File: config.mk
export PLATFORM = sky130hd
export DESIGN_NAME = state_dump_flat
export DESIGN_NICKNAME = d
export VERILOG_FILES = /design/src/rtl/state_dump_pkg.sv /design/src/rtl/state_dump_if.sv /design/src/rtl/state_dump_event_counter.sv /design/src/rtl/state_dump.sv /design/src/flat_wrapper.sv
export SDC_FILE = /design/constraint.sdc
export NUM_CORES = 1
export LEC_CHECK = 0
export BUFFER_PORTS_ARGS = -buffer_cell sky130_fd_sc_hd__buf_2
export CORE_ASPECT_RATIO = 1.5
export CORE_MARGIN = 2
export CORE_UTILIZATION = 40
export DETAILED_ROUTE_END_ITERATION = 10
export GPL_ROUTABILITY_DRIVEN = 0
export GPL_TIMING_DRIVEN = 0
export SLEW_MARGIN = 20
export SYNTH_ARGS = -nofsm -noshare
export SYNTH_HDL_FRONTEND = slang
export SYNTH_SLANG_ARGS = --single-unit
export TNS_END_PERCENT = 20
File: constraint.sdc
create_clock -name clk_i -period 5.3 [get_ports clk_i]
set_input_delay 0.53 -clock clk_i [delete_from_list [all_inputs] [get_ports clk_i]]
set_output_delay 0.53 -clock clk_i [all_outputs]
set_load 0.005 [all_outputs]
File: src/rtl/state_dump_pkg.sv
// rtl/state_dump_pkg.sv - shared FSM states and frame geometry for the state dump block
package state_dump_pkg;

  typedef enum logic [1:0] {
    ST_IDLE,
    ST_HDR,
    ST_REG,
    ST_MEM
  } state_t;

  localparam int HDR_WORDS   = 4;
  localparam int NUM_REGS    = 32;
  localparam int DM_WORDS    = 8;
  localparam int FRAME_WORDS = HDR_WORDS + NUM_REGS + DM_WORDS;

  localparam int IDX_W = 6;
  typedef logic [IDX_W-1:0] idx_t;

  // Index of the last word of each section
  localparam idx_t IDX_HDR_LAST = idx_t'(HDR_WORDS - 1);
  localparam idx_t IDX_REG_LAST = idx_t'(HDR_WORDS + NUM_REGS - 1);
  localparam idx_t IDX_LAST     = idx_t'(FRAME_WORDS - 1);

endpackage

File: src/rtl/state_dump_if.sv
// rtl/state_dump_if.sv - dump word stream between the state dump block and its sink
interface state_dump_if;
  logic [31:0] dout;
  logic        dout_valid;
  logic        dout_ready;
  logic        dout_last;

  modport master (output dout, output dout_valid, output dout_last, input dout_ready);
  modport slave  (input dout, input dout_valid, input dout_last, output dout_ready);
endinterface

File: src/rtl/state_dump_event_counter.sv
// rtl/state_dump_event_counter.sv - 32-bit wrapping event counter with enable
module event_counter (
  input  logic        clk,
  input  logic        rst_n,
  input  logic        en,
  output logic [31:0] count
);

  // Unconditional write keeps the register updated every edge, enable adds 0 or 1
  always_ff @(posedge clk or negedge rst_n) begin
    if (!rst_n) count <= '0;
    else        count <= count + {31'd0, en};
  end

endmodule

File: src/rtl/state_dump.sv
// rtl/state_dump.sv - snapshots CPU counters, PC, register file and low data memory
// into a 44-word stream frame on request
module state_dump
  import state_dump_pkg::*;
(
  input  logic         clk_i,
  input  logic         rst_n_i,
  input  logic         start_i,
  input  logic         stall_i,
  input  logic         flush_i,
  input  logic [31:0]  pc_i,
  input  logic         trig_i,
  output logic [4:0]   rf_addr_o,
  input  logic [31:0]  rf_data_i,
  output logic [4:0]   dm_addr_o,
  input  logic [31:0]  dm_data_i,
  output logic         busy_o,
  state_dump_if.master dump
);

  logic [31:0] cycle_cnt, stall_cnt, flush_cnt;

  event_counter u_cycle_cnt (.clk(clk_i), .rst_n(rst_n_i), .en(start_i), .count(cycle_cnt));
  event_counter u_stall_cnt (.clk(clk_i), .rst_n(rst_n_i), .en(stall_i), .count(stall_cnt));
  event_counter u_flush_cnt (.clk(clk_i), .rst_n(rst_n_i), .en(flush_i), .count(flush_cnt));

  state_t      state;
  idx_t        idx;
  logic [31:0] snap_stall, snap_flush, snap_pc;
  logic [31:0] dout_q;
  logic        valid_q, last_q, busy_q;
  logic [4:0]  rf_addr_q, dm_addr_q;

  idx_t        nxt_idx;
  logic [31:0] nxt_word;
  state_t      nxt_state;
  logic [4:0]  nxt_rf_addr, nxt_dm_addr;

  // What the output register holds after the next transfer, and which
  // address must be presented so the word after that is ready in time
  always_comb begin
    nxt_idx     = idx + idx_t'(1);
    nxt_word    = '0;
    nxt_state   = ST_MEM;
    nxt_rf_addr = '0;
    nxt_dm_addr = '0;
    if      (nxt_idx == idx_t'(1))    nxt_word = snap_stall;
    else if (nxt_idx == idx_t'(2))    nxt_word = snap_flush;
    else if (nxt_idx == IDX_HDR_LAST) nxt_word = snap_pc;
    else if (nxt_idx <= IDX_REG_LAST) nxt_word = rf_data_i;
    else                              nxt_word = dm_data_i;
    if      (nxt_idx < IDX_HDR_LAST)  nxt_state = ST_HDR;
    else if (nxt_idx < IDX_REG_LAST)  nxt_state = ST_REG;
    if (nxt_state == ST_REG)
      nxt_rf_addr = 5'(nxt_idx - IDX_HDR_LAST);
    if (nxt_state == ST_MEM && nxt_idx != IDX_LAST)
      nxt_dm_addr = {3'(nxt_idx - IDX_REG_LAST), 2'b00};
  end

  always_ff @(posedge clk_i or negedge rst_n_i) begin
    if (!rst_n_i) begin
      state      <= ST_IDLE;
      idx        <= '0;
      snap_stall <= '0;
      snap_flush <= '0;
      snap_pc    <= '0;
      dout_q     <= '0;
      valid_q    <= 1'b0;
      last_q     <= 1'b0;
      busy_q     <= 1'b0;
      rf_addr_q  <= '0;
      dm_addr_q  <= '0;
    end else begin
      case (state)
        ST_IDLE: begin
          if (trig_i) begin
            // Counter outputs still hold their pre-increment values on this edge
            snap_stall <= stall_cnt;
            snap_flush <= flush_cnt;
            snap_pc    <= pc_i;
            dout_q     <= cycle_cnt;
            valid_q    <= 1'b1;
            last_q     <= 1'b0;
            busy_q     <= 1'b1;
            idx        <= '0;
            state      <= ST_HDR;
          end
        end
        default: begin
          if (valid_q && dump.dout_ready) begin
            if (last_q) begin
              state     <= ST_IDLE;
              idx       <= '0;
              dout_q    <= '0;
              valid_q   <= 1'b0;
              last_q    <= 1'b0;
              busy_q    <= 1'b0;
              rf_addr_q <= '0;
              dm_addr_q <= '0;
            end else begin
              idx       <= nxt_idx;
              dout_q    <= nxt_word;
              last_q    <= (nxt_idx == IDX_LAST);
              state     <= nxt_state;
              rf_addr_q <= nxt_rf_addr;
              dm_addr_q <= nxt_dm_addr;
            end
          end
        end
      endcase
    end
  end

  assign dump.dout       = dout_q;
  assign dump.dout_valid = valid_q;
  assign dump.dout_last  = last_q;
  assign busy_o          = busy_q;
  assign rf_addr_o       = rf_addr_q;
  assign dm_addr_o       = dm_addr_q;

endmodule

File: src/flat_wrapper.sv
// flat-port wrapper written by rule: the top's interface ports become plain ports
module state_dump_flat import state_dump_pkg::*;
  (clk_i, rst_n_i, start_i, stall_i, flush_i, pc_i, trig_i, rf_addr_o, rf_data_i, dm_addr_o, dm_data_i, busy_o, dump_dout, dump_dout_valid, dump_dout_last, dump_dout_ready);
  state_dump_if dump_i ();
  input  logic clk_i;
  input  logic rst_n_i;
  input  logic start_i;
  input  logic stall_i;
  input  logic flush_i;
  input  logic [31:0] pc_i;
  input  logic trig_i;
  output logic [4:0] rf_addr_o;
  input  logic [31:0] rf_data_i;
  output logic [4:0] dm_addr_o;
  input  logic [31:0] dm_data_i;
  output logic busy_o;
  output wire logic [$bits(dump_i.dout)-1:0] dump_dout;
  output wire logic [$bits(dump_i.dout_valid)-1:0] dump_dout_valid;
  output wire logic [$bits(dump_i.dout_last)-1:0] dump_dout_last;
  input wire logic [$bits(dump_i.dout_ready)-1:0] dump_dout_ready;
  assign dump_dout = dump_i.dout;
  assign dump_dout_valid = dump_i.dout_valid;
  assign dump_dout_last = dump_i.dout_last;
  assign dump_i.dout_ready = dump_dout_ready;
  state_dump u_core (.clk_i(clk_i), .rst_n_i(rst_n_i), .start_i(start_i), .stall_i(stall_i), .flush_i(flush_i), .pc_i(pc_i), .trig_i(trig_i), .rf_addr_o(rf_addr_o), .rf_data_i(rf_data_i), .dm_addr_o(dm_addr_o), .dm_data_i(dm_data_i), .busy_o(busy_o), .dump(dump_i));
endmodule
==> flow_summary.toml <==
[status]
status = "finished, violations left"
violations = "negative hold slack"

[synth]
yosysTopAreaCellShare = 0.5048
avgSynthCellArea_um2 = 9.513
synth-seq-area-share = 0.5048
synth_ff_type = "dfrtp_1"
syn_area_um2 = 12000
synth-warning-count = 0
synth_area_leader_cell = "dfrtp_1"
synth.distinct_cells = 68
syn_inst = 1261
synth_edf_count = 0
ys_seq_elements = 242
async_flop_share = 1.000
synth_area_leaders = "dfrtp_1 (50%), nand2_1 (11%), xnor2_1 (5.4%), nand3_1 (2.1%), clkbuf_1 (1.8%)"

[worst_setup_path]
crit_type = "reg -> reg"
slowest_stage = "clkbuf_1"
path_common_cell = "clkbuf_1"
crit_fanout = 10
slowest_delay_ns = 0.75
crit_arrival_ns = 3.52
path_cells = "nor2_1 > and2_1 > clkbuf_1 > clkbuf_1 > clkbuf_1 > nand2_1 > nand2_1"
crit_required_ns = 5.77
r2r_setup_slack_ns = 2.25
crit_path_end_kind = "flop"
start_kind = "flop"

[pwr]
p_int_w = 0.004489
ir_drop_uv = 281.2
p_sw_w = 0.002759
swShare = 0.3807
clkPwrFrac = 0.282
p_leak_nw = 6.638
p_per_area_nw_per_um2 = 508.3
combPwrFrac = 0.358
pwr-share-seq = 0.361

[sta]
setup_ws_ns = 2.255
clock-skew-final_ns = 0.01558
clock.fmax_ghz = 0.3284
min_period_over_period = 0.5746
setup_viol = 0
report.final.slew_viol_count = 0
rsz0062_at_grt = "no"
period_minus_slack_ns = 3.045
slew_headroom = 0.2750
fin_hold_ws_ns = -0.00007572
hold_viol = 1
worst_pin_slew_ns = 1.078

[layout]
drive_gt1_frac = 0.1843
syn_to_final_growth_pct = 18.86
fillers = 2860
utilization = 0.4837
multi_input_comb_area_um2 = 5484
final_nets = 1549
final-seq-area_um2 = 6056
diodes = 0

[clock_network]
ctsResizeCount = 0
cts_buffers = 24
cts.sinks = 242
cts_hold_buf = 0
cts_tree = "built"
clkSlewWorstSetupHoldPaths_ns = 0.06
clock_latency_ns = 0.55
cts_max_path_buffers = 3
h-tree-depth = 1
postCtsSetupBuffers = 0
clockRootBuffer = "clkbuf_16"

[global_routing]
grt_antenna_before_repair = 0
grt_overflow_total = 0
grt_pass1_wl_mm = 58.68
grt_max_degree = 92
grt_pass1_vias = 10134
track_usage = 0.2406

[die]
num_rows = 77
die-width_um = 145.4
io_pins = 148
dieArea_um2 = 31420
start_util = 0.4069
dieHeight_um = 216.1
core-area_um2 = 29480

[flow_run]
drv_cap = 0

[routing]
met2_wirelength_mm = 19.80
wl_mm = 37.75
maxUsedRoutingLayer = "met4"
dr.pass1.iters = 4
ant_nets = 0
vias_per_cell = 5.455
vias = 10086
dr_wl_met3_mm = 1.656
post-route-drc-count = 0
met1_length_mm = 14.64
drt_iter0_markers = 722
wl_per_cell_um = 20.42

[place]
hpwlAfterDp_mm = 28.97
pre_cts_ws_ns = 2.376
io_buffers = 145

[min_path]
hp-class = "in -> async"
[flip-flops by register name, indices dropped and copies added, names as in the netlist, 6 cells and up]
name	flops
u_core.snap_pc	32
u_core.dump.dout	32
u_core.u_stall_cnt.count	32
u_core.u_cycle_cnt.count	32
u_core.idx	6
u_core.u_flush_cnt.count	32
u_core.snap_stall	32
u_core.snap_flush	32
[area by class of cell]
type	count	area share
flip-flops and latches	242	0.4247
multi-input cells	922	0.3846
repair buffers	148	0.05739
clock buffers	26	0.04335
well taps	395	0.03466
plain buffers	85	0.02887
clock inverters	18	0.02299
inverters	13	0.003422
[power groups by stage]
stage | registers, W | logic (W) | clock network (W)
2_1_floorplan | 0.00251 | 0.00173 | 0
3_3_place_gp | 0.00263 | 0.00254 | 0
3_5_place_dp | 0.00264 | 0.00258 | 0
4_1_cts | 0.00261 | 0.00259 | 0.00207
5_1_grt | 0.00265 | 0.00283 | 0.00215
6_report | 0.00261 | 0.00259 | 0.00204
[layer usage]
| layer | GRT usage | up-vias |
|---|---|---|
| met5 | 0 | - |
| li1 | - | 4771 |
| met3 | 0.03221 | 74 |
| met2 | 0.4427 | 288 |
| met1 | 0.2785 | 4953 |
| met4 | 0.1062 | 0 |
[cells by family after synthesis]
| group | count (synthesis) | share of synthesized area |
|---|---|---|
| fa+ha+maj | 10 | 0.01043 |
| mux | 2 | 0.001773 |
| compound gates | 269 | 0.1733 |
| simple gates | 542 | 0.2001 |
| flops | 242 | 0.5048 |
| other cells | 1 | 0.0003126 |
| buf+inv | 98 | 0.03838 |
| xor+xnor | 97 | 0.07082 |
[synth_stat cells (11+ instances only)]
library cell  count
dfrtp_1         242
clkbuf_1         59
and4_1           13
nand3_1          50
a22o_1           14
a32o_1           12
o221ai_1         14
xnor2_1          74
a211oi_2         11
a22oi_1          29
a21oi_1          26
xor2_1           23
nand2_1         344
o22ai_1          22
o22a_1           14
nand4_1          22
inv_1            12
or3_1            14
a211oi_1         21
o21ai_0          41
a31o_2           13
and3_1           13
o21a_1           14
nor2_1           56
[critical path: cells and delay by family (launching register included)]
kind / cells / cell delay [ns]
buffers and inverters: 3 / 1.71
AND/OR/NAND/NOR: 4 / 0.84
flip-flops: 1 / 0.42
[layout by cell type (no fill, tap or decap), drive strengths merged, types with 22 or more instances in the layout]
master | Yosys | routed
xor2 | 23 | 23
a22oi | 29 | 29
nand2 | 344 | 344
clkbuf | 59 | 85
dfrtp | 242 | 242
nand3 | 51 | 51
a211oi | 33 | 33
nand4 | 22 | 22
a21oi | 26 | 26
o21ai | 44 | 44
xnor2 | 74 | 74
o22ai | 32 | 32
nor2 | 58 | 58
buf | 26 | 174
[metrics by stage]
step	cell area [µm²]	instances	setup TNS, ns	power [W]
2_1_floorplan	12000	1262	0	0.004237
3_3_place_gp	13220	1802	-180.19	0.005174
3_5_place_dp	13310	1805	0	0.005218
4_1_cts	14260	1849	0	0.007271
5_1_grt	14260	1849	0	0.007633
6_report	14260	1849	0	0.007248
[path summary, 6_finish.rpt]
kind	startpoint	cells after the start	endpoint
worst max register to register	u_core.state[1]	7	u_core.snap_pc[2]
worst min register to register	u_core.u_stall_cnt.count[31]	1	u_core.u_stall_cnt.count[31]
worst max-delay path	u_core.state[1]	7	u_core.snap_pc[2]
worst min-delay path	rst_n_i	2	u_core.u_stall_cnt.count[1]
min in group clk_i	pc_i[29]	3	u_core.snap_pc[29]
max in group asynchronous	rst_n_i	3	u_core.dump.dout[26]
Power figures use the tool's default switching activity.
